<file path="config.mk">
export PLATFORM = sky130hd
export DESIGN_NAME = mem_access_unit_flat
export DESIGN_NICKNAME = d
export VERILOG_FILES = /design/src/rtl/mem_access_unit_if.sv /design/src/rtl/mem_access_unit.sv /design/src/flat_wrapper.sv
export SDC_FILE = /design/constraint.sdc
export NUM_CORES = 1
export LEC_CHECK = 0
export CAP_MARGIN = 0
export CELL_PAD_IN_SITES_DETAIL_PLACEMENT = 0
export CELL_PAD_IN_SITES_GLOBAL_PLACEMENT = 1
export CORE_MARGIN = 2
export CORE_UTILIZATION = 36
export CTS_CLUSTER_DIAMETER = 150
export DETAILED_ROUTE_END_ITERATION = 12
export PLACE_DENSITY_LB_ADDON = 0.1
export SYNTH_ARGS = -nofsm -noshare
export SYNTH_HDL_FRONTEND = slang
export SYNTH_SLANG_ARGS = --single-unit
</file>
<file path="constraint.sdc">
create_clock -name CLK -period 5.24 [get_ports CLK]
set_input_delay 1.572 -clock CLK [delete_from_list [all_inputs] [get_ports CLK]]
set_output_delay 1.572 -clock CLK [all_outputs]
set_load 0.01 [all_outputs]
</file>
<file path="src/rtl/mem_access_unit_if.sv">
// Data-memory request/response bus between the MEM stage and the data memory.
interface mem_access_unit_if;
  logic        DMEM_req;
  logic        DMEM_we;
  logic [31:0] DMEM_addr;
  logic [31:0] DMEM_wdata;
  logic [3:0]  DMEM_byte_en;
  logic [31:0] DMEM_rdata;
  logic        DMEM_ack;

  modport master (
    output DMEM_req, DMEM_we, DMEM_addr, DMEM_wdata, DMEM_byte_en,
    input  DMEM_rdata, DMEM_ack
  );

  modport slave (
    input  DMEM_req, DMEM_we, DMEM_addr, DMEM_wdata, DMEM_byte_en,
    output DMEM_rdata, DMEM_ack
  );
endinterface

</file>
<file path="src/rtl/mem_access_unit.sv">
// MEM pipeline stage: issues loads/stores over a req/ack bus, extends load data,
// stalls the front end while an access is outstanding, and registers MEM/WB outputs.
module mem_access_unit #(
  parameter int unsigned TIMEOUT = 64
) (
  input  logic                     CLK,
  input  logic                     reset,
  input  logic [31:0]              IN_alu_result,
  input  logic [31:0]              IN_store_data,
  input  logic [2:0]               IN_funct3,
  input  logic                     IN_mem_read,
  input  logic                     IN_mem_write,
  input  logic [4:0]               IN_write_addr,
  input  logic                     IN_wbsel,
  input  logic                     IN_reg_write_en,
  mem_access_unit_if.master        dmem,
  output logic                     STALL,
  output logic [31:0]              OUT_load_data,
  output logic [31:0]              OUT_alu_result,
  output logic [4:0]               OUT_write_addr,
  output logic                     OUT_wbsel,
  output logic                     OUT_reg_write_en,
  output logic                     OUT_access_fault,
  output logic                     OUT_bus_err
);

  localparam int unsigned CNT_W     = 8;
  localparam logic [CNT_W-1:0] TIMEOUT_C = CNT_W'(TIMEOUT);

  typedef enum logic {IDLE, BUSY} state_e;

  state_e             state_q, state_d;
  logic [31:0]        addr_q, addr_d;
  logic [31:0]        data_q, data_d;
  logic [2:0]         funct3_q, funct3_d;
  logic [4:0]         rd_q, rd_d;
  logic               wbsel_q, wbsel_d;
  logic               we_q, we_d;
  logic               en_q, en_d;
  logic [CNT_W-1:0]   cnt_q, cnt_d;
  logic [31:0]        load_q, load_d;
  logic [31:0]        alu_q, alu_d;
  logic [4:0]         wa_q, wa_d;
  logic               owbsel_q, owbsel_d;
  logic               rwe_q, rwe_d;
  logic               afault_q, afault_d;
  logic               berr_q, berr_d;

  logic               mem_op, fault, f3_ok, misaligned;
  logic [CNT_W-1:0]   cnt_inc;
  logic [31:0]        lane_b, lane_h, load_ext;

  // Request legality of the instruction currently in EX/MEM
  always_comb begin
    mem_op     = IN_mem_read | IN_mem_write;
    f3_ok      = IN_mem_write ? (~IN_funct3[2] & (IN_funct3[1:0] != 2'b11))
                              : (IN_funct3 inside {3'b000, 3'b001, 3'b010, 3'b100, 3'b101});
    misaligned = ((IN_funct3[1:0] == 2'b01) & IN_alu_result[0]) |
                 ((IN_funct3[1:0] == 2'b10) & (|IN_alu_result[1:0]));
    fault      = mem_op & ((IN_mem_read & IN_mem_write) | ~f3_ok | misaligned);
  end

  assign STALL = ((state_q == IDLE) & mem_op & ~fault) | ((state_q == BUSY) & ~dmem.DMEM_ack);

  // Bus drive decoded from the latched request
  always_comb begin
    dmem.DMEM_req   = (state_q == BUSY);
    dmem.DMEM_we    = we_q;
    dmem.DMEM_addr  = {addr_q[31:2], 2'b00};
    dmem.DMEM_wdata = data_q;
    dmem.DMEM_byte_en = 4'hF;
    if (we_q) begin
      unique case (funct3_q[1:0])
        2'b00: begin
          dmem.DMEM_byte_en = 4'b0001 << addr_q[1:0];
          dmem.DMEM_wdata   = {4{data_q[7:0]}};
        end
        2'b01: begin
          dmem.DMEM_byte_en = 4'b0011 << {addr_q[1], 1'b0};
          dmem.DMEM_wdata   = {2{data_q[15:0]}};
        end
        default: begin
          dmem.DMEM_byte_en = 4'hF;
          dmem.DMEM_wdata   = data_q;
        end
      endcase
    end
  end

  // Lane select and sign/zero extension of the returned word
  always_comb begin
    lane_b   = dmem.DMEM_rdata >> {addr_q[1:0], 3'b000};
    lane_h   = dmem.DMEM_rdata >> {addr_q[1], 4'b0000};
    load_ext = dmem.DMEM_rdata;
    unique case (funct3_q[1:0])
      2'b00:   load_ext = {{24{lane_b[7]  & ~funct3_q[2]}}, lane_b[7:0]};
      2'b01:   load_ext = {{16{lane_h[15] & ~funct3_q[2]}}, lane_h[15:0]};
      default: load_ext = dmem.DMEM_rdata;
    endcase
  end

  assign cnt_inc = (cnt_q == '1) ? cnt_q : cnt_q + CNT_W'(1);

  // Next-state and MEM/WB result logic
  always_comb begin
    state_d  = state_q;
    addr_d   = addr_q;
    data_d   = data_q;
    funct3_d = funct3_q;
    rd_d     = rd_q;
    wbsel_d  = wbsel_q;
    we_d     = we_q;
    en_d     = en_q;
    cnt_d    = cnt_q;
    load_d   = load_q;
    alu_d    = alu_q;
    wa_d     = wa_q;
    owbsel_d = owbsel_q;
    rwe_d    = 1'b0;
    afault_d = 1'b0;
    berr_d   = 1'b0;
    unique case (state_q)
      IDLE: begin
        alu_d    = IN_alu_result;
        wa_d     = IN_write_addr;
        owbsel_d = IN_wbsel;
        load_d   = '0;
        if (!mem_op) begin
          rwe_d = IN_reg_write_en;
        end else if (fault) begin
          afault_d = 1'b1;
        end else begin
          state_d  = BUSY;
          addr_d   = IN_alu_result;
          data_d   = IN_store_data;
          funct3_d = IN_funct3;
          rd_d     = IN_write_addr;
          wbsel_d  = IN_wbsel;
          we_d     = IN_mem_write;
          en_d     = IN_reg_write_en;
          cnt_d    = '0;
        end
      end
      BUSY: begin
        if (dmem.DMEM_ack) begin
          state_d  = IDLE;
          alu_d    = addr_q;
          wa_d     = rd_q;
          owbsel_d = wbsel_q;
          rwe_d    = en_q;
          load_d   = we_q ? 32'h0 : load_ext;
        end else begin
          cnt_d = cnt_inc;
          if (cnt_inc >= TIMEOUT_C) begin
            state_d  = IDLE;
            berr_d   = 1'b1;
            alu_d    = addr_q;
            wa_d     = rd_q;
            owbsel_d = wbsel_q;
            load_d   = '0;
          end
        end
      end
      default: state_d = IDLE;
    endcase
  end

  always_ff @(posedge CLK) begin
    if (reset) begin
      state_q  <= IDLE;
      addr_q   <= '0;
      data_q   <= '0;
      funct3_q <= '0;
      rd_q     <= '0;
      wbsel_q  <= 1'b0;
      we_q     <= 1'b0;
      en_q     <= 1'b0;
      cnt_q    <= '0;
      load_q   <= '0;
      alu_q    <= '0;
      wa_q     <= '0;
      owbsel_q <= 1'b0;
      rwe_q    <= 1'b0;
      afault_q <= 1'b0;
      berr_q   <= 1'b0;
    end else begin
      state_q  <= state_d;
      addr_q   <= addr_d;
      data_q   <= data_d;
      funct3_q <= funct3_d;
      rd_q     <= rd_d;
      wbsel_q  <= wbsel_d;
      we_q     <= we_d;
      en_q     <= en_d;
      cnt_q    <= cnt_d;
      load_q   <= load_d;
      alu_q    <= alu_d;
      wa_q     <= wa_d;
      owbsel_q <= owbsel_d;
      rwe_q    <= rwe_d;
      afault_q <= afault_d;
      berr_q   <= berr_d;
    end
  end

  assign OUT_load_data    = load_q;
  assign OUT_alu_result   = alu_q;
  assign OUT_write_addr   = wa_q;
  assign OUT_wbsel        = owbsel_q;
  assign OUT_reg_write_en = rwe_q;
  assign OUT_access_fault = afault_q;
  assign OUT_bus_err      = berr_q;

endmodule
</file>
<file path="src/flat_wrapper.sv">
// flat-port wrapper written by rule: the top's interface ports become plain ports
module mem_access_unit_flat 
#(
  parameter int unsigned TIMEOUT = 64
)
  (CLK, reset, IN_alu_result, IN_store_data, IN_funct3, IN_mem_read, IN_mem_write, IN_write_addr, IN_wbsel, IN_reg_write_en, STALL, OUT_load_data, OUT_alu_result, OUT_write_addr, OUT_wbsel, OUT_reg_write_en, OUT_access_fault, OUT_bus_err, dmem_DMEM_req, dmem_DMEM_we, dmem_DMEM_addr, dmem_DMEM_wdata, dmem_DMEM_byte_en, dmem_DMEM_rdata, dmem_DMEM_ack);
  mem_access_unit_if dmem_i ();
  input  logic CLK;
  input  logic reset;
  input  logic [31:0] IN_alu_result;
  input  logic [31:0] IN_store_data;
  input  logic [2:0] IN_funct3;
  input  logic IN_mem_read;
  input  logic IN_mem_write;
  input  logic [4:0] IN_write_addr;
  input  logic IN_wbsel;
  input  logic IN_reg_write_en;
  output logic STALL;
  output logic [31:0] OUT_load_data;
  output logic [31:0] OUT_alu_result;
  output logic [4:0] OUT_write_addr;
  output logic OUT_wbsel;
  output logic OUT_reg_write_en;
  output logic OUT_access_fault;
  output logic OUT_bus_err;
  output wire logic [$bits(dmem_i.DMEM_req)-1:0] dmem_DMEM_req;
  output wire logic [$bits(dmem_i.DMEM_we)-1:0] dmem_DMEM_we;
  output wire logic [$bits(dmem_i.DMEM_addr)-1:0] dmem_DMEM_addr;
  output wire logic [$bits(dmem_i.DMEM_wdata)-1:0] dmem_DMEM_wdata;
  output wire logic [$bits(dmem_i.DMEM_byte_en)-1:0] dmem_DMEM_byte_en;
  input wire logic [$bits(dmem_i.DMEM_rdata)-1:0] dmem_DMEM_rdata;
  input wire logic [$bits(dmem_i.DMEM_ack)-1:0] dmem_DMEM_ack;
  assign dmem_DMEM_req = dmem_i.DMEM_req;
  assign dmem_DMEM_we = dmem_i.DMEM_we;
  assign dmem_DMEM_addr = dmem_i.DMEM_addr;
  assign dmem_DMEM_wdata = dmem_i.DMEM_wdata;
  assign dmem_DMEM_byte_en = dmem_i.DMEM_byte_en;
  assign dmem_i.DMEM_rdata = dmem_DMEM_rdata;
  assign dmem_i.DMEM_ack = dmem_DMEM_ack;
  mem_access_unit #(.TIMEOUT(TIMEOUT)) u_core (.CLK(CLK), .reset(reset), .IN_alu_result(IN_alu_result), .IN_store_data(IN_store_data), .IN_funct3(IN_funct3), .IN_mem_read(IN_mem_read), .IN_mem_write(IN_mem_write), .IN_write_addr(IN_write_addr), .IN_wbsel(IN_wbsel), .IN_reg_write_en(IN_reg_write_en), .dmem(dmem_i), .STALL(STALL), .OUT_load_data(OUT_load_data), .OUT_alu_result(OUT_alu_result), .OUT_write_addr(OUT_write_addr), .OUT_wbsel(OUT_wbsel), .OUT_reg_write_en(OUT_reg_write_en), .OUT_access_fault(OUT_access_fault), .OUT_bus_err(OUT_bus_err));
endmodule
</file>
After elaboration in Yosys (flattened, before gate mapping)
Cells that the tools add are included.
{"block": "classes", "addsub": 1, "n_mul": 0, "div": 0, "magnitude_cmp": 1, "n_eq_ne": 13, "shift": 4, "muxes": 34, "bitwise_logic": 22, "reduce_logical": 8}
{"cell": "$pmux W32 S2", "n": 4}
{"cell": "$mux W32", "n": 6}
{"cell": "$mux W8", "n": 4}
{"cell": "$shr A32 B5 Y16", "n": 1}
{"cell": "$shr A32 B5 Y8", "n": 1}
{"cell": "$pmux W8 S2", "n": 1}
{"cell": "$mux W1", "n": 11}
{"cell": "$and A1 B1 Y1", "n": 10}
{"cell": "$mux W5", "n": 2}
{"cell": "$pmux W5 S2", "n": 1}
{"cell": "$add A8 B1 Y8 const B", "n": 1}
{"cell": "$eq A8 B8 Y1 const B", "n": 1}
{"cell": "$ge A8 B7 Y1 const B", "n": 1}
{"cell": "$pmux W4 S2", "n": 1}
{"cell": "$not A1 Y1", "n": 7}
{"cell": "$eq A3 B3 Y1 const B", "n": 2}
{"cell": "$ne A2 B2 Y1 const B", "n": 3}
{"cell": "$pmux W1 S2", "n": 3}
{"cell": "$reduce_and A3 Y1", "n": 2}
{"cell": "$reduce_or A3 Y1", "n": 2}
{"cell": "$or A1 B1 Y1", "n": 5}
{"cell": "$reduce_bool A5 Y1", "n": 1}
{"cell": "$eq A2 B1 Y1 const B", "n": 2}
{"cell": "$mux W4", "n": 1}
{"cell": "other kinds (10)", "n": 10}
{"block": "word_totals", "ff_bits": 157, "latch_bits": 0, "ramBits": 0, "romBits": 0, "n_memories": 0}

Logic depth before layout (Yosys ltp)
{"block": "logic_depth", "ltp_word": 10, "mapped_depth": 7, "depth_no_buf": 5}

Worst setup path before layout
OpenSTA, ideal clock, no wires.
{"block": "synth_path", "path_kind": "input port to output port", "start": "input port IN_funct3[0]", "end": "output port STALL", "arrival_ns": 2.705, "slack_ns": 0.963, "stages": 4, "cell_sequence": "or4_4 o2bb2ai_1 clkbuf_1 nand2_1"}
{"block": "synth_via", "elab_chain_len": 10}
{"item": "start: declaration", "line": "flat_wrapper.sv:12", "rtl": "input logic [2:0] IN_funct3;"}
{"item": "$eq A3 B1 Y1 (tied with other cells)", "line": "mem_access_unit.sv:57", "rtl": ": (IN_funct3 inside {3'b000, 3'b001, 3'b010, 3'b100, 3'b101});"}
{"item": "$reduce_bool A5 Y1 or $and A1 B1 Y1 (tied branches)", "line": "mem_access_unit.sv:57, mem_access_unit.sv:56"}
{"item": "$mux W1", "line": "mem_access_unit.sv:56", "rtl": "f3_ok = IN_mem_write ? (~IN_funct3[2] & (IN_funct3[1:0] != 2'b11))"}
{"item": "$not A1 Y1", "line": "mem_access_unit.sv:60", "rtl": "fault = mem_op & ((IN_mem_read & IN_mem_write) | ~f3_ok | misaligned);"}
{"item": "$or A1 B1 Y1", "line": "mem_access_unit.sv:60"}
{"item": "$or A1 B1 Y1 *", "line": "mem_access_unit.sv:60"}
{"item": "$and A1 B1 Y1 *", "line": "mem_access_unit.sv:60"}
{"item": "$not A1 Y1 *", "line": "mem_access_unit.sv:63", "rtl": "assign STALL = ((state_q == IDLE) & mem_op & ~fault) | ((state_q == BUSY) & ~dmem.DMEM_ack);"}
{"item": "$and A1 B1 Y1 *", "line": "mem_access_unit.sv:63"}
{"item": "$or A1 B1 Y1 *", "line": "mem_access_unit.sv:63"}
{"item": "end: declaration", "line": "flat_wrapper.sv:18", "rtl": "output logic STALL;"}
Every way passes the cells marked *; elsewhere a longest branch is shown, timed or not.

Final worst setup path
Ends and elaborated chain as after synthesis.

==> out/metrics.yaml <==
sta:
  final_hold_viol_count: 0
  min_period_ns: 5.028
  finalSetupViolations: 0
  tightestPinTransition_ns: 1.039
  finalMaxSlewViolations: 0
  maxSlewHeadroom_pct: 30.45
  finClkSkew_ns: 0.01450
  holdWs_ns: 0.4479
  rsz0062_at_grt: "false"
  finalCritPeriodShare_pct: 95.96
  fmax_ghz: 0.1989
  setup_tns_ns: 0
global_route:
  grt-ovfl-total: 0
  grt_pass1_wl_mm: 35.51
  use_met2_pct: 32.20
  grt_pass1_vias: 6460
  gr-usage-met1_pct: 27.13
  grt_usage_pct: 20.69
  globalRouteMet3Util_pct: 7.733
  busiest_layer: "met2"
  grt_antenna_before_repair: 0
  grt_start_max_net_pins: 85
worst_hold_path:
  hold_path_class: "flop to flop"
  hold_depth: 2
power_and_ir_drop:
  swShare_pct: 25.11
  p_seq_share_pct: 41.7
  p_comb_share_pct: 14.7
  p_leak_nw: 3.646
  peakVddDrop_mv: 0.2480
  p_int_mw: 2.302
  p_per_area_nw_per_um2: 294.7
  p_clk_share_pct: 43.6
  p_switching_mw: 0.7719
clock_network:
  hold_buffers: 0
  cts-root-buf: "clkbuf_16"
  cts_resized: 0
  cts_tree: "built"
  cts_made_buffers: 17
  clk_latency_ns: 0.43
  clk_path_buf_depth: 2
  clock-sinks: 157
  htree_levels: 4
  cts_setup_buffers: 0
  clkTransAtPathRegs_ns: 0.06
synthesis:
  syn_avg_cell_area_um2: 8.446
  synth_mux_area_share_pct: 9.407
  synth_ff_type: "dfxtp_1"
  synth_seq_cells: 157
  yosys.area.top_type_share_pct: 42.58
  synth-edff-count: 0
  synth_xor_area_share_pct: 0
  syn-cell-area_um2: 7382
  ys_top_cells_by_area: "dfxtp_1, nand2_1, mux2i_1"
  synth_area_leader_cell: "dfxtp_1"
  async_flop_share_pct: 0
  synth_seq_area_share_pct: 42.58
  synthCells: 874
  synth_simple_gate_area_share_pct: 18.49
  ys_types: 56
  synthAdderAreaFrac_pct: 0.1695
  yosysWarnings: 0
  synth_top_family_by_area: "compound AO/OA/AOI/OAI gates"
  synth_compound_area_share_pct: 20.53
cells_and_area:
  nets: 1164
  fillCellCount: 1988
  final_common_cell: "clkdlybuf4s50_1"
  areaGrowthSynthToFinish_pct: 41.27
  antenna_cells: 0
  layout-drive-gt1-share_pct: 7.793
  final_cell_mix: "clkdlybuf4s50_1, nand2_1, dfxtp_1"
floorplan:
  die_w_um: 147.2
  die-area_um2: 21670
  start_util_pct: 36.60
  dieHeight_um: 147.2
  std_cell_rows: 52
  core_um2: 20170
  ios: 255
worst_setup_path:
  cp.arrival_ns: 3.46
  crit_required_ns: 3.67
  r2r.worst_path.cells: 6
  end_kind: "output port"
  max_stage_delay_ns: 0.63
  crit_fanout: 4
  cp_cell_sequence: "clkdlybuf4s50_1 -> or4_4 -> o2bb2ai_4 -> nand2_1 -> clkdlybuf4s50_1"
  cpMostUsedCell: "clkdlybuf4s50_1"
  path_class: "primary input to output port"
  cp_slowest_cell: "or4_4"
  startpoint_type: "primary input"
placement:
  place_congestion: 0.7593
  port_buffers: 252
  hpwl_mm: 14.58
routing:
  via_count: 6626
  drc: 0
  drtIter0Drc: 418
  firstDrtPassIters: 5
  antenna_left: 0
  routed_wl_mm: 22.28
  wl_per_cell_um: 16.69
  viasPerCell: 4.963
job:
  maxCapViolations: 0
run_status:
  status: "completed"
[cells by family (layout without fill, tap and decap cells)]
group,after synthesis,count (layout)
buffers and inverters,120,310
adder cells (fa/ha/maj),1,1
AND/OR/NAND/NOR,312,312
other,1,2
AO/OA/AOI/OAI,217,217
multiplexers,66,66
flip-flops,157,157
[worst max-delay path, delay by kind of cell]
family	cells	cell delay, ns
AOI/OAI and AO/OA	1	0.16
buffers and inverters	2	1.01
and+or+nand+nor	2	0.71
[metal layers]
layer / vias up / part of all wire, %
met5: - / 0
met1: 3070 / 46
met3: 19 / 7.6
met4: 0 / 1.4
met2: 193 / 45
li1: 3344 / -
[Yosys cell counts, types with 3 or more instances]
master	count
nand2_1	234
dfxtp_1	157
a31oi_1	3
inv_1	11
buf_2	11
nand2b_1	40
a222oi_1	7
nor3_1	4
a221oi_1	7
nor2_1	11
o21ai_0	13
o211ai_1	38
mux2_2	17
a21o_1	9
nand4_1	3
mux2i_1	48
buf_4	47
o2bb2ai_2	10
o2bb2ai_1	15
nor4_1	3
a21oi_1	95
clkbuf_1	48
nor2b_1	3
[metrics by stage]
step | util [%] | setup slack [ns] | area [um2] | cells | power, mW
after floorplan | - | 0.9628 | 7386 | 875 | 1.527
after global placement | 48.57 | 0.2482 | 9797 | 1303 | 1.761
after detailed placement | 48.57 | 0.2278 | 9797 | 1303 | 1.764
after CTS | 51.71 | 0.2265 | 10430 | 1335 | 3.115
after global routing | 51.71 | 0.1480 | 10430 | 1335 | 3.206
final | 51.71 | 0.2117 | 10430 | 1335 | 3.074
[cell type report]
type	count	area (um2)	area share, %
Clock buffer	20	446.7	4.283
Clock inverter	12	185.2	1.776
Inverter	12	45.04	0.4319
Multi-Input combinational cell	598	3632	34.83
Sequential cell	157	3144	30.15
Tap cell	270	337.8	3.239
Timing Repair Buffer	266	2638	25.29
[path summary, 6_finish.rpt]
kind                                      start                        end  slack (ns)
worst max register to register  u_core.cnt_q[0]  u_core.OUT_alu_result[29]        2.93
worst min register to register   u_core.rd_q[3]             u_core.rd_q[3]        0.45
worst min-delay path             u_core.rd_q[3]             u_core.rd_q[3]        0.45
worst max-delay path               IN_funct3[0]                      STALL        0.21
[registers in the layout (all words and copies together), names as in the netlist, 3 cells and up]
| signal | count |
|---|---|
| u_core.OUT_load_data | 32 |
| u_core.OUT_write_addr | 5 |
| u_core.cnt_q | 8 |
| u_core.funct3_q | 3 |
| u_core.data_q | 32 |
| u_core.rd_q | 5 |
| u_core.OUT_alu_result | 32 |
| u_core.addr_q | 32 |
[power by group through the flow]
stage               clock network, mW  registers (mW)  logic, mW
floorplan                           0            1.31      0.213
global placement                    0            1.31      0.455
detailed placement                  0            1.31      0.456
CTS                              1.38            1.28      0.458
global route                     1.43            1.29      0.493
finish                           1.34            1.28      0.453
Note: power is estimated with default switching activity, not from simulation.
